<file path="src/rtl/wb_select_stage.sv">
// Writeback select stage: priority-picks one of NSRC results and registers
// it into DM/WB, with a wait/timeout handshake for a slow external ALU.
module wb_select_stage #(
  parameter int WIDTH   = 32,
  parameter int NSRC    = 6,
  parameter int AW      = 4,
  parameter int EXT_IDX = 3,
  parameter int TIMEOUT = 16
) (
  input  logic                  clk,
  input  logic                  rst,
  input  logic                  stall,
  input  logic                  flush,
  input  logic                  we_in,
  input  logic [AW-1:0]         dst_addr_in,
  input  logic [NSRC-1:0]       src_sel,
  input  logic [NSRC*WIDTH-1:0] src_data,
  input  logic                  ext_valid,
  input  logic [WIDTH-1:0]      ext_data,
  output logic [WIDTH-1:0]      rf_w_data,
  output logic [AW-1:0]         rf_w_addr,
  output logic                  rf_we,
  output logic                  ext_wait,
  output logic                  ext_err
);

  localparam int IW = $clog2(NSRC);
  localparam int CW = $clog2(TIMEOUT) + 1;

  typedef enum logic {
    PASS,
    WAIT_EXT
  } state_e;

  state_e          state_q;
  logic [CW-1:0]   wait_cnt_q;
  logic            we_rec_q;
  logic [IW-1:0]   sel_idx;
  logic [WIDTH-1:0] sel_data;
  logic            is_ext;

  // Lowest set bit wins; an empty request falls back to source 0.
  always_comb begin
    sel_idx = '0;
    for (int i = NSRC - 1; i >= 0; i--) begin
      if (src_sel[i]) sel_idx = IW'(i);
    end
  end

  assign sel_data = src_data[int'(sel_idx) * WIDTH +: WIDTH];
  assign is_ext   = (sel_idx == IW'(EXT_IDX));

  always_ff @(posedge clk) begin
    if (rst) begin
      rf_w_data  <= '0;
      rf_w_addr  <= '0;
      rf_we      <= 1'b0;
      ext_wait   <= 1'b0;
      ext_err    <= 1'b0;
      state_q    <= PASS;
      wait_cnt_q <= '0;
      we_rec_q   <= 1'b0;
    end else begin
      unique case (state_q)
        PASS: begin
          if (flush || stall) begin
            rf_we <= 1'b0;
          end else if (is_ext && !ext_valid) begin
            rf_w_addr  <= dst_addr_in;
            rf_we      <= 1'b0;
            ext_wait   <= 1'b1;
            wait_cnt_q <= '0;
            we_rec_q   <= we_in;
            state_q    <= WAIT_EXT;
          end else begin
            rf_w_data <= is_ext ? ext_data : sel_data;
            rf_w_addr <= dst_addr_in;
            rf_we     <= we_in;
          end
        end
        WAIT_EXT: begin
          if (flush) begin
            rf_we    <= 1'b0;
            ext_wait <= 1'b0;
            state_q  <= PASS;
          end else if (ext_valid) begin
            rf_w_data <= ext_data;
            rf_we     <= we_rec_q;
            ext_wait  <= 1'b0;
            state_q   <= PASS;
          end else if (wait_cnt_q == CW'(TIMEOUT - 1)) begin
            ext_err  <= 1'b1;
            rf_we    <= 1'b0;
            ext_wait <= 1'b0;
            state_q  <= PASS;
          end else begin
            wait_cnt_q <= wait_cnt_q + 1'b1;
          end
        end
        default: state_q <= PASS;
      endcase
    end
  end

endmodule

</file>
<file path="config.mk">
export PLATFORM = sky130hd
export DESIGN_NAME = wb_select_stage
export DESIGN_NICKNAME = d
export VERILOG_FILES = /design/src/rtl/wb_select_stage.sv
export SDC_FILE = /design/constraint.sdc
export NUM_CORES = 1
export LEC_CHECK = 0
export BUFFER_PORTS_ARGS = -buffer_cell sky130_fd_sc_hd__buf_2
export CAP_MARGIN = 20
export CELL_PAD_IN_SITES_DETAIL_PLACEMENT = 0
export CELL_PAD_IN_SITES_GLOBAL_PLACEMENT = 1
export CORE_ASPECT_RATIO = 0.6
export CORE_MARGIN = 5
export CORE_UTILIZATION = 25
export CTS_BUF_LIST = sky130_fd_sc_hd__clkbuf_4 sky130_fd_sc_hd__clkbuf_8 sky130_fd_sc_hd__clkbuf_16
export CTS_CLUSTER_SIZE = 16
export DETAILED_ROUTE_END_ITERATION = 10
export GPL_ROUTABILITY_DRIVEN = 0
export PLACE_DENSITY = 0.73
export SLEW_MARGIN = 0
export SYNTH_ARGS = -nofsm -noshare
export SYNTH_HDL_FRONTEND = slang
export SYNTH_SLANG_ARGS = --single-unit
export TNS_END_PERCENT = 30
</file>
<file path="constraint.sdc">
create_clock -name clk -period 4.02 [get_ports clk]
set_input_delay 1.206 -clock clk [delete_from_list [all_inputs] [get_ports clk]]
set_output_delay 1.206 -clock clk [all_outputs]
set_load 0.005 [all_outputs]
</file>
==> results.toml, run 1 <==
[route]
ant_nets = 0
via_count = 4691
wl_met2_mm = 7.50
drt-wirelength-per-cell_microns = 19.6
wl_met3_mm = 1.82
drt-total-wl_mm = 17.9
wl_met1_mm = 8.47
first_pass_iters = 5
drtIter0Drc = 299
drc_errors = 0
routed.top_layer = "met5"
via_per_inst = 5.13

[setup_path]
rr_startpoint = "state_q"
crit_fanout = 23
reg2reg_depth = 6
crit_path_end_kind = "register"
worst-setup-path-type = "in2reg"
worstPathRequired_ps = 4240
r2r_end = "rf_w_data[21]"
cp-endpoint = "rf_w_data[25]"
critPathLaunch = "src_sel[1]"
start_kind = "input port"
path_cells = "buf_2 -> buf_4 -> nor2_1 -> a211oi_4 -> buf_4 -> nor2_1 -> a221o_1 -> a31oi_1"
reg2reg_slack_ps = 1640
arrival_ps = 3320
slowest_delay_ps = 600
cpMaxStageDelayCell = "a211oi_4"

[final_layout]
nFillCells = 1669
final_common_cell = "buf_2"
nets = 951
drive_above_1_share = 0.430
finalNonFillerCells = 914
syn2layout_area_growth_pct = 41.6
final_cell_mix = "buf_2, dfxtp_1, nor2_1, mux2i_1, nor2b_1"
fin_util = 0.361

[floorplan]
dieArea_sq_um = 18400
io_pins = 279
start_util = 0.255
core_area_sq_um = 15400
dieHeight_microns = 107
die_w_microns = 172
rows = 35

[power_and_ir_drop]
vdd_ir_drop_max_mv = 0.109
p_leak_uw = 0.00266
total_power_uw = 1480
p_per_area_nw_per_um2 = 266

[clock_tree]
cts.root.buffer_cell = "clkbuf_16"
numCtsBuffers = 5
cts_max_level = 2
hold_buffers = 0
ctsResizeCount = 0
cts_sinks = 46
clockBufferDepth = 2
clkTransAtPathRegs_ps = 70
clk_latency_ps = 290
cts_tree = "built"
cts_setup_buffers = 0

[synthesis]
yosysSeqAreaShare = 0.235
synth_cell_types = 49
synth_edf_count = 0
synth_largest_area_cell = "dfxtp_1"
ys.flop_type = "dfxtp_1"
synthesis.nets = 726
synth_seq_cells = 46
syn_area_per_cell_sq_um = 8.10
ys_async_sr_fraction = 0
yosys.area.top_type_share = 0.235
netlist_top_cells_area = "dfxtp_1, mux2i_1, o311a_1, a2111oi_2, nor2b_1"
ys.warnings.count = 0
postSynthCellCount = 484
netlist_area_sq_um = 3920

[place]
io_buffer_count = 246
placed_cells = 905
hpwl_mm = 13.6
pre_cts_ws_ps = 580

[timing]
worst_slack_ps = 920
setup_tns_ps = 0
fmax_ghz = 0.323
period_share = 0.771
hold_viol = 0
drv_slew = 0
finalCriticalPeriod_ps = 3100
setup_violations = 0
slew_headroom = 0.277
grt_setup_unrepaired = "no"
worstMarginPinSlew_ps = 1080
skew_ps = 1.62

[hold_path]
hold_class = "reg2reg"
hp-start = "rf_w_data[10]"

[flow_run]
cap_violations = 0

[global_routing]
overflow = 0
antenna_found_initial = 2
grt_pass1_vias = 4776
grt_max_degree = 37
grt.total_usage = 0.183
grt_pass1_wl_mm = 26.5

[outcome]
outcome = "finished clean"
-- layer usage --
metal	up-vias	GRT usage
met5	-	0
met4	2	0.0249
met3	8	0.0556
met2	205	0.276
met1	2194	0.261
li1	2282	-
-- through the flow --
step                hold WS, ps  area [sq um]
finish                      462          5550
CTS                         460          5550
detailed placement          449          5360
global placement            442          5360
floorplan                   437          3920
global route                486          5550
-- worst max-delay path: cells and delay by family --
kind / cells / cell delay, ps
AND/OR/NAND/NOR: 2 / 270
buffers and inverters: 3 / 710
AO/OA/AOI/OAI: 3 / 1110
-- logic make-up (layout without fill, tap and decap cells) --
| group | Yosys count | count (layout) | share of synthesized area |
|---|---|---|---|
| buffers and inverters | 54 | 280 | 0.0628 |
| AO/OA/AOI/OAI | 166 | 166 | 0.344 |
| flip-flops | 46 | 46 | 0.235 |
| AND/OR/NAND/NOR | 175 | 175 | 0.245 |
| adder cells (fa/ha/maj) | 2 | 2 | 0.00638 |
| multiplexers | 39 | 39 | 0.102 |
| XOR/XNOR | 2 | 2 | 0.00447 |
| other | 0 | 1 | 0 |
-- power breakdown --
group | switching (uW) | internal, uW | total, uW | leakage (uW)
registers | 13.3 | 481 | 495 | 0.000377
clock network | 201 | 358 | 560 | 0.0000940
logic | 216 | 208 | 423 | 0.00219
total | 430 | 1050 | 1480 | 0.00266
-- worst min-delay path by stage --
stage	end	slack (ps)	cells after the start
finish	rf_w_data[10]	460	1
global route	rf_w_data[28]	490	1
CTS	we_rec_q	460	2
detailed placement	we_rec_q	450	2
global placement	rf_w_data[28]	440	1
floorplan	we_rec_q	440	2
-- registers in the layout, summed over array words and instances, names as in the netlist --
signal,cells
rf_w_data,32
state_q,1
ext_err,1
wait_cnt_q,5
we_rec_q,1
ext_wait,1
rf_we,1
rf_w_addr,4
-- Yosys cell counts (6+ instances only) --
cell type	count
nand2_1	28
nor2_1	36
nor3b_1	7
a2111oi_2	17
buf_2	14
and3_1	23
o21ai_0	28
nand2b_1	24
nor2b_1	31
o311a_1	28
a211o_1	7
a211oi_1	21
mux2i_1	31
a32o_1	7
clkbuf_1	30
dfxtp_1	46
o21bai_1	7
nor3_1	6
a21oi_1	29
-- layout make-up --
cell class	instances	area, sq um	area share
well taps	203	254	0.0457
inverters	5	18.8	0.00338
clock inverters	3	68.8	0.0124
diodes	1	2.50	0.000451
flip-flops and latches	46	921	0.166
clock buffers	5	125	0.0225
multi-input cells	384	2780	0.500
repair buffers	267	1390	0.250
(Power assumes the default switching activity.)
==> run 2: changes to the inputs <==
--- a/config.mk
+++ b/config.mk
@@ -5,6 +5,7 @@
 export SDC_FILE = /design/constraint.sdc
 export NUM_CORES = 1
 export LEC_CHECK = 0
+export ABC_AREA = 1
 export BUFFER_PORTS_ARGS = -buffer_cell sky130_fd_sc_hd__buf_2
 export CAP_MARGIN = 20
 export CELL_PAD_IN_SITES_DETAIL_PLACEMENT = 0
@@ -16,7 +17,7 @@
 export CTS_CLUSTER_SIZE = 16
 export DETAILED_ROUTE_END_ITERATION = 10
 export GPL_ROUTABILITY_DRIVEN = 0
-export PLACE_DENSITY = 0.73
+export PLACE_DENSITY = 0.77
 export SLEW_MARGIN = 0
 export SYNTH_ARGS = -nofsm -noshare
 export SYNTH_HDL_FRONTEND = slang
==> constraint.sdc (replaced) <==
create_clock -name clk -period 2.9 [get_ports clk]
set_input_delay 0.87 -clock clk [delete_from_list [all_inputs] [get_ports clk]]
set_output_delay 0.87 -clock clk [all_outputs]
set_load 0.005 [all_outputs]
==> run 2 against run 1 <==
Setup slack lost 250 ps. Design area rose by 9.4%. Register-to-register slack got worse by 490 ps. Cell count increased by 41%. Sequential power up 39%. Flip-flop and latch count unchanged. Count of clock-buffer cells in the layout grew 2. Routed wire length increased by 6.7%. Sequential share of layout area is 1.4 points lower. Clock skew increased by 5.2 ps. Critical path depth grew 1. Global-route usage shrank 0.091 points. Critical path type unchanged. Highest routed layer unchanged.
==> results.toml, run 2 <==
[outcome]
outcome = "finished clean"

[global_routing]
grt_pass1_vias = 5634
grt_pass1_wl_mm = 29.0
antenna_found_initial = 5
overflow = 0
grt_max_degree = 50
grt.total_usage = 0.182

[floorplan]
dieArea_sq_um = 20000
io_pins = 279
core_area_sq_um = 17000
start_util = 0.253
rows = 37
die_w_microns = 179
dieHeight_microns = 112

[final_layout]
finalNonFillerCells = 1286
top_regs = "rf_w_data: 32 flops, wait_cnt_q: 5 flops, rf_w_addr: 4 flops"
syn2layout_area_growth_pct = 41.4
final_cell_mix = "nand2_1, buf_2, nand3_1, nor2_1, inv_1"
largest_register_ffs = 32
nets = 1292
largest_register = "rf_w_data"
final_common_cell = "nand2_1"
drive_above_1_share = 0.326

[route]
drt-wirelength-per-cell_microns = 14.9
wl_met1_mm = 8.27
drc_errors = 0
drtIter0Drc = 240
via_per_inst = 4.47
first_pass_iters = 4
via_count = 5752
ant_nets = 0
routed.top_layer = "met5"
wl_met2_mm = 8.77
drt-total-wl_mm = 19.1
wl_met3_mm = 1.90

[synthesis]
yosysSeqAreaShare = 0.214
ys_async_sr_fraction = 0
syn_area_per_cell_sq_um = 5.39
post-synth-top-count-cell = "nand2_1"
netlist_area_sq_um = 4300
synthesis.nets = 1040
synth_edf_count = 0
synth_largest_area_cell = "nand2_1"
synth_cell_types = 34
yosys.area.top_type_share = 0.242
synth_seq_cells = 46
netlist_top_cells_area = "nand2_1, dfxtp_1, nand3_1, nor2_1, inv_1"
ys.warnings.count = 0
yosys-top-cells-count = "nand2_1, nand3_1, nor2_1"
ys.flop_type = "dfxtp_1"
postSynthCellCount = 798

[setup_path]
cp_num_buf_inv = 2
crit_fanout = 44
slowest_delay_ps = 470
worstPathRequired_ps = 3120
arrival_ps = 2450
crit_path_end_kind = "register"
worst-setup-path-type = "in2reg"
crit_path_frequent_cell = "nand2_1"
critPathTopFamily = "simple AND/OR/NAND/NOR gates"
cpMaxStageDelayCell = "buf_4"
start_kind = "input port"
path_cells = "buf_2 -> nor3_4 -> buf_4 -> nand2_1 -> nand2_1 -> nand2_1 -> nand3_1 -> nand3_1 -> a21oi_1"

[timing]
grt_setup_unrepaired = "no"
period_share = 0.769
fmax_ghz = 0.448
setup_tns_ps = 0
drv_slew = 0
worstMarginPinSlew_ps = 555
skew_ps = 6.86
slew_headroom = 0.629
hold_viol = 0
finalCriticalPeriod_ps = 2230
setup_violations = 0

[clock_tree]
clockBufferDepth = 2
cts_sinks = 46
numCtsBuffers = 5
clk_latency_ps = 290
cts.root.buffer_cell = "clkbuf_16"
cts_max_level = 2
ctsResizeCount = 0
clkTransAtPathRegs_ps = 70
hold_buffers = 0
cts_setup_buffers = 0
cts_tree = "built"

[power_and_ir_drop]
p_per_area_nw_per_um2 = 325
vdd_ir_drop_max_mv = 0.193
p_leak_uw = 0.00348

[hold_path]
hold_class = "reg2reg"

[place]
hpwl_mm = 15.3
placed_cells = 1277
io_buffer_count = 276

[flow_run]
cap_violations = 0
run 2: cells by family after synthesis:
family / share of synthesized area
AOI/OAI and AO/OA: 0.116
buffers and inverters: 0.135
and+or+nand+nor: 0.528
adders and majority gates: 0.00582
DFF: 0.214
run 2: layout make-up:
type	instances	area, sq um
flip-flops and latches	46	921
diodes	1	2.50
well taps	234	293
multi-input cells	618	2800
inverters	82	308
fillers	2020	10900
clock buffers	7	146
repair buffers	297	1600
clock inverters	1	8.76
run 2: tightest hold or removal path, stage by stage, from the launching register on:
cell	delay, ps
dfxtp_1	310
nand2_1	60
a21oi_1	50
run 2: final timing paths:
kind | startpoint | to | slack (ps) | cells after the start
worst max-delay path | src_sel[0] | rf_w_data[2] | 670 | 9
worst min register to register | rf_w_data[28] | rf_w_data[28] | 460 | 2
worst max register to register | wait_cnt_q[0] | wait_cnt_q[3] | 1150 | 11
worst min-delay path | rf_w_data[28] | rf_w_data[28] | 460 | 2
run 2: metal layers:
layer | up-vias | track usage
met5 | - | 0
met4 | 10 | 0.0198
met3 | 19 | 0.0607
met2 | 187 | 0.313
met1 | 2524 | 0.229
li1 | 3012 | -
run 2: power by group:
| group | switching (uW) | internal (uW) |
|---|---|---|
| logic | 382 | 298 |
| registers | 18.8 | 667 |
| clock network | 254 | 356 |
| total | 655 | 1320 |
run 2: through the flow:
step                      instance area (sq um)   util  hold slack [ps]  power, uW  setup WS (ps)
final                                      6080  0.358              462       1980            670
after floorplan                            4300      -              442       1070            818
after global routing                       6070  0.358              487       2130            518
after global placement                     5920  0.348              451       1390            375
after CTS                                  6070  0.358              466       2010            652
after detailed placement                   5920  0.348              455       1390            342
==> run 3: changes to the inputs <==
--- a/config.mk
+++ b/config.mk
@@ -5,7 +5,7 @@
 export SDC_FILE = /design/constraint.sdc
 export NUM_CORES = 1
 export LEC_CHECK = 0
-export ABC_AREA = 1
+export ABC_AREA = 0
 export BUFFER_PORTS_ARGS = -buffer_cell sky130_fd_sc_hd__buf_2
 export CAP_MARGIN = 20
 export CELL_PAD_IN_SITES_DETAIL_PLACEMENT = 0
@@ -17,7 +17,7 @@
 export CTS_CLUSTER_SIZE = 16
 export DETAILED_ROUTE_END_ITERATION = 10
 export GPL_ROUTABILITY_DRIVEN = 0
-export PLACE_DENSITY = 0.77
+export PLACE_DENSITY = 0.73
 export SLEW_MARGIN = 0
 export SYNTH_ARGS = -nofsm -noshare
 export SYNTH_HDL_FRONTEND = slang
==> constraint.sdc (replaced) <==
create_clock -name clk -period 2.1 [get_ports clk]
set_input_delay 0.63 -clock clk [delete_from_list [all_inputs] [get_ports clk]]
set_output_delay 0.63 -clock clk [all_outputs]
set_load 0.005 [all_outputs]
==> run 3 against run 2 <==
Critical path depth down 1. Via count down 15%. Sequential share of layout area up 0.085 points. Setup slack worse by 630 ps. Count of clock-buffer cells in the layout down 2. Core utilization up 3.5 points. Global-route usage about the same. First-iteration DRC count up 37%.
==> results.toml, run 3 (synthesized netlist as in run 1, its figures left out) <==
[final_layout]
largest_register_ffs = 32
nFillCells = 1633
antennaDiodeCount = 0
final_cell_mix = "buf_2, dfxtp_1, buf_4, nor2_1, mux2i_1"
fin_util = 0.393
fin_area_sq_um = 6040
top_regs = "rf_w_data: 32 flops, wait_cnt_q: 5 flops, rf_w_addr: 4 flops"
nets = 992
largest_register = "rf_w_data"
drive_above_1_share = 0.470
final_common_cell = "buf_2"
syn2layout_area_growth_pct = 54.1

[clock_tree]
hold_buffers = 0
cts_tree = "built"
cts_max_level = 2
numCtsBuffers = 5
clkTransAtPathRegs_ps = 80
cts.root.buffer_cell = "clkbuf_16"
clk_latency_ps = 290
clockBufferDepth = 2
cts_sinks = 46

[floorplan]
dieArea_sq_um = 18400
io_pins = 279
core_area_sq_um = 15400
start_util = 0.255
dieHeight_microns = 107
rows = 35
die_w_microns = 172

[setup_path]
critPathTopFamily = "simple AND/OR/NAND/NOR gates"
arrival_ps = 2230
crit_fanout = 15
reg2reg_slack_ps = 280
cpMaxStageDelayCell = "a2111oi_1"
rr_startpoint = "wait_cnt_q[0]"
r2r_end = "wait_cnt_q[4]"
worst-setup-path-type = "in2reg"
critPathLaunch = "src_sel[1]"
worstPathRequired_ps = 2270
reg2reg_depth = 6
slowest_delay_ps = 390
path_cells = "clkbuf_4 -> nor4b_1 -> buf_4 -> or2_2 -> buf_12 -> o21ai_0 -> nor2b_1 -> a2111oi_1"
cp_num_buf_inv = 3
start_kind = "input port"
crit_path_end_kind = "register"

[hold_path]
hold_class = "reg2reg"
hp-start = "ext_wait"
hold_end = "ext_wait"
whs_path_depth = 2

[power_and_ir_drop]
vdd_ir_drop_max_mv = 0.275
p_leak_uw = 0.00292
total_power_uw = 2730
p_per_area_nw_per_um2 = 452

[timing]
drv_slew = 0
worstMarginPinSlew_ps = 530
finalCriticalPeriod_ps = 2060
grt_setup_unrepaired = "yes"
setup_violations = 0
skew_ps = 7.43
hold_viol = 0
slew_headroom = 0.647
period_share = 0.980
fmax_ghz = 0.486

[place]
io_buffer_count = 246
placed_cell_area_sq_um = 5810
hpwl_mm = 14.2

[route]
via_per_inst = 5.14
via_count = 4904
drtIter0Drc = 328
drt-wirelength-per-cell_microns = 18.9
ant_nets = 0
drc_errors = 0
first_pass_iters = 5
drt-total-wl_mm = 18.0

[global_routing]
grt_max_degree = 32
grt_pass1_vias = 4825
grt_pass1_wl_mm = 26.4
overflow = 0
grt.total_usage = 0.182
antenna_found_initial = 0

[outcome]
outcome = "finished clean"

[flow_run]
cap_violations = 0
[run 3: cell types whose count changed in the layout (fill, tap and decap cells not counted), sizes merged, moves of 16 or more]
| cell | delta |
|---|---|
| nor2b | +32 |
| nand3b | -16 |
| o311a | +28 |
| nand2 | -262 |
| nor2 | -62 |
| and3 | +22 |
| a2111oi | +21 |
| mux2i | +31 |
| a211oi | +22 |
| inv | -76 |
| nand3 | -109 |
| a21oi | -28 |
| nand2b | +24 |
[run 3: worst max-delay path by stage]
stage / to / depth (start not counted)
3_5_place_dp: rf_w_data[0] / 9
5_1_grt: rf_w_data[14] / 7
6_report: rf_w_data[23] / 8
4_1_cts: rf_w_data[3] / 8
2_1_floorplan: rf_w_data[1] / 7
3_3_place_gp: rf_w_data[2] / 9
[run 3: through the flow]
stage | hold WS (ps) | cells | setup WS [ps] | TNS (ps)
global route | 493 | 954 | -4.99 | -4.99
CTS | 460 | 951 | 9.63 | 0
floorplan | 437 | 484 | -13.3 | -59.3
global placement | 446 | 943 | -281 | -7870
finish | 457 | 954 | 41.7 | 0
detailed placement | 449 | 943 | -340 | -8580
[run 3: area by class of cell]
cell class / count / area, sq um / area share
tap: 203 / 254 / 0.0420
clock buffer: 5 / 125 / 0.0207
clock inverter: 3 / 25.0 / 0.00414
sequential: 46 / 921 / 0.152
inverter: 5 / 18.8 / 0.00311
timing repair buffer: 308 / 1890 / 0.312
multi-input combinational: 384 / 2810 / 0.465
[run 3: where the power goes]
part           internal [uW]  leakage, uW  switching [uW]
combinational            484      0.00247             437
sequential               921     0.000377            24.2
clock                    450    0.0000704             416
total                   1850      0.00292             878
[run 3: worst reg2reg max path, stage by stage, from the launching register on]
cell     delay [ps]
dfxtp_1         340
ha_1            210
and3_1          190
ha_1            230
or3_1           480
a31oi_1         200
nor2_1           50
[run 3: layer usage]
metal	GRT usage	vias up	wire (microns)
met5	0	-	0
met4	0.0158	0	59
met3	0.0549	6	2040
li1	-	2360	-
met1	0.262	2301	8410
met2	0.276	237	7530
[run 3: repair_timing]
item                       4_1_cts  5_1_grt
gates cloned                     0        1
setup endpoints to repair        2       32
pin swaps                        0        3
gates resized for setup          1       10
buffers inserted                 0        2
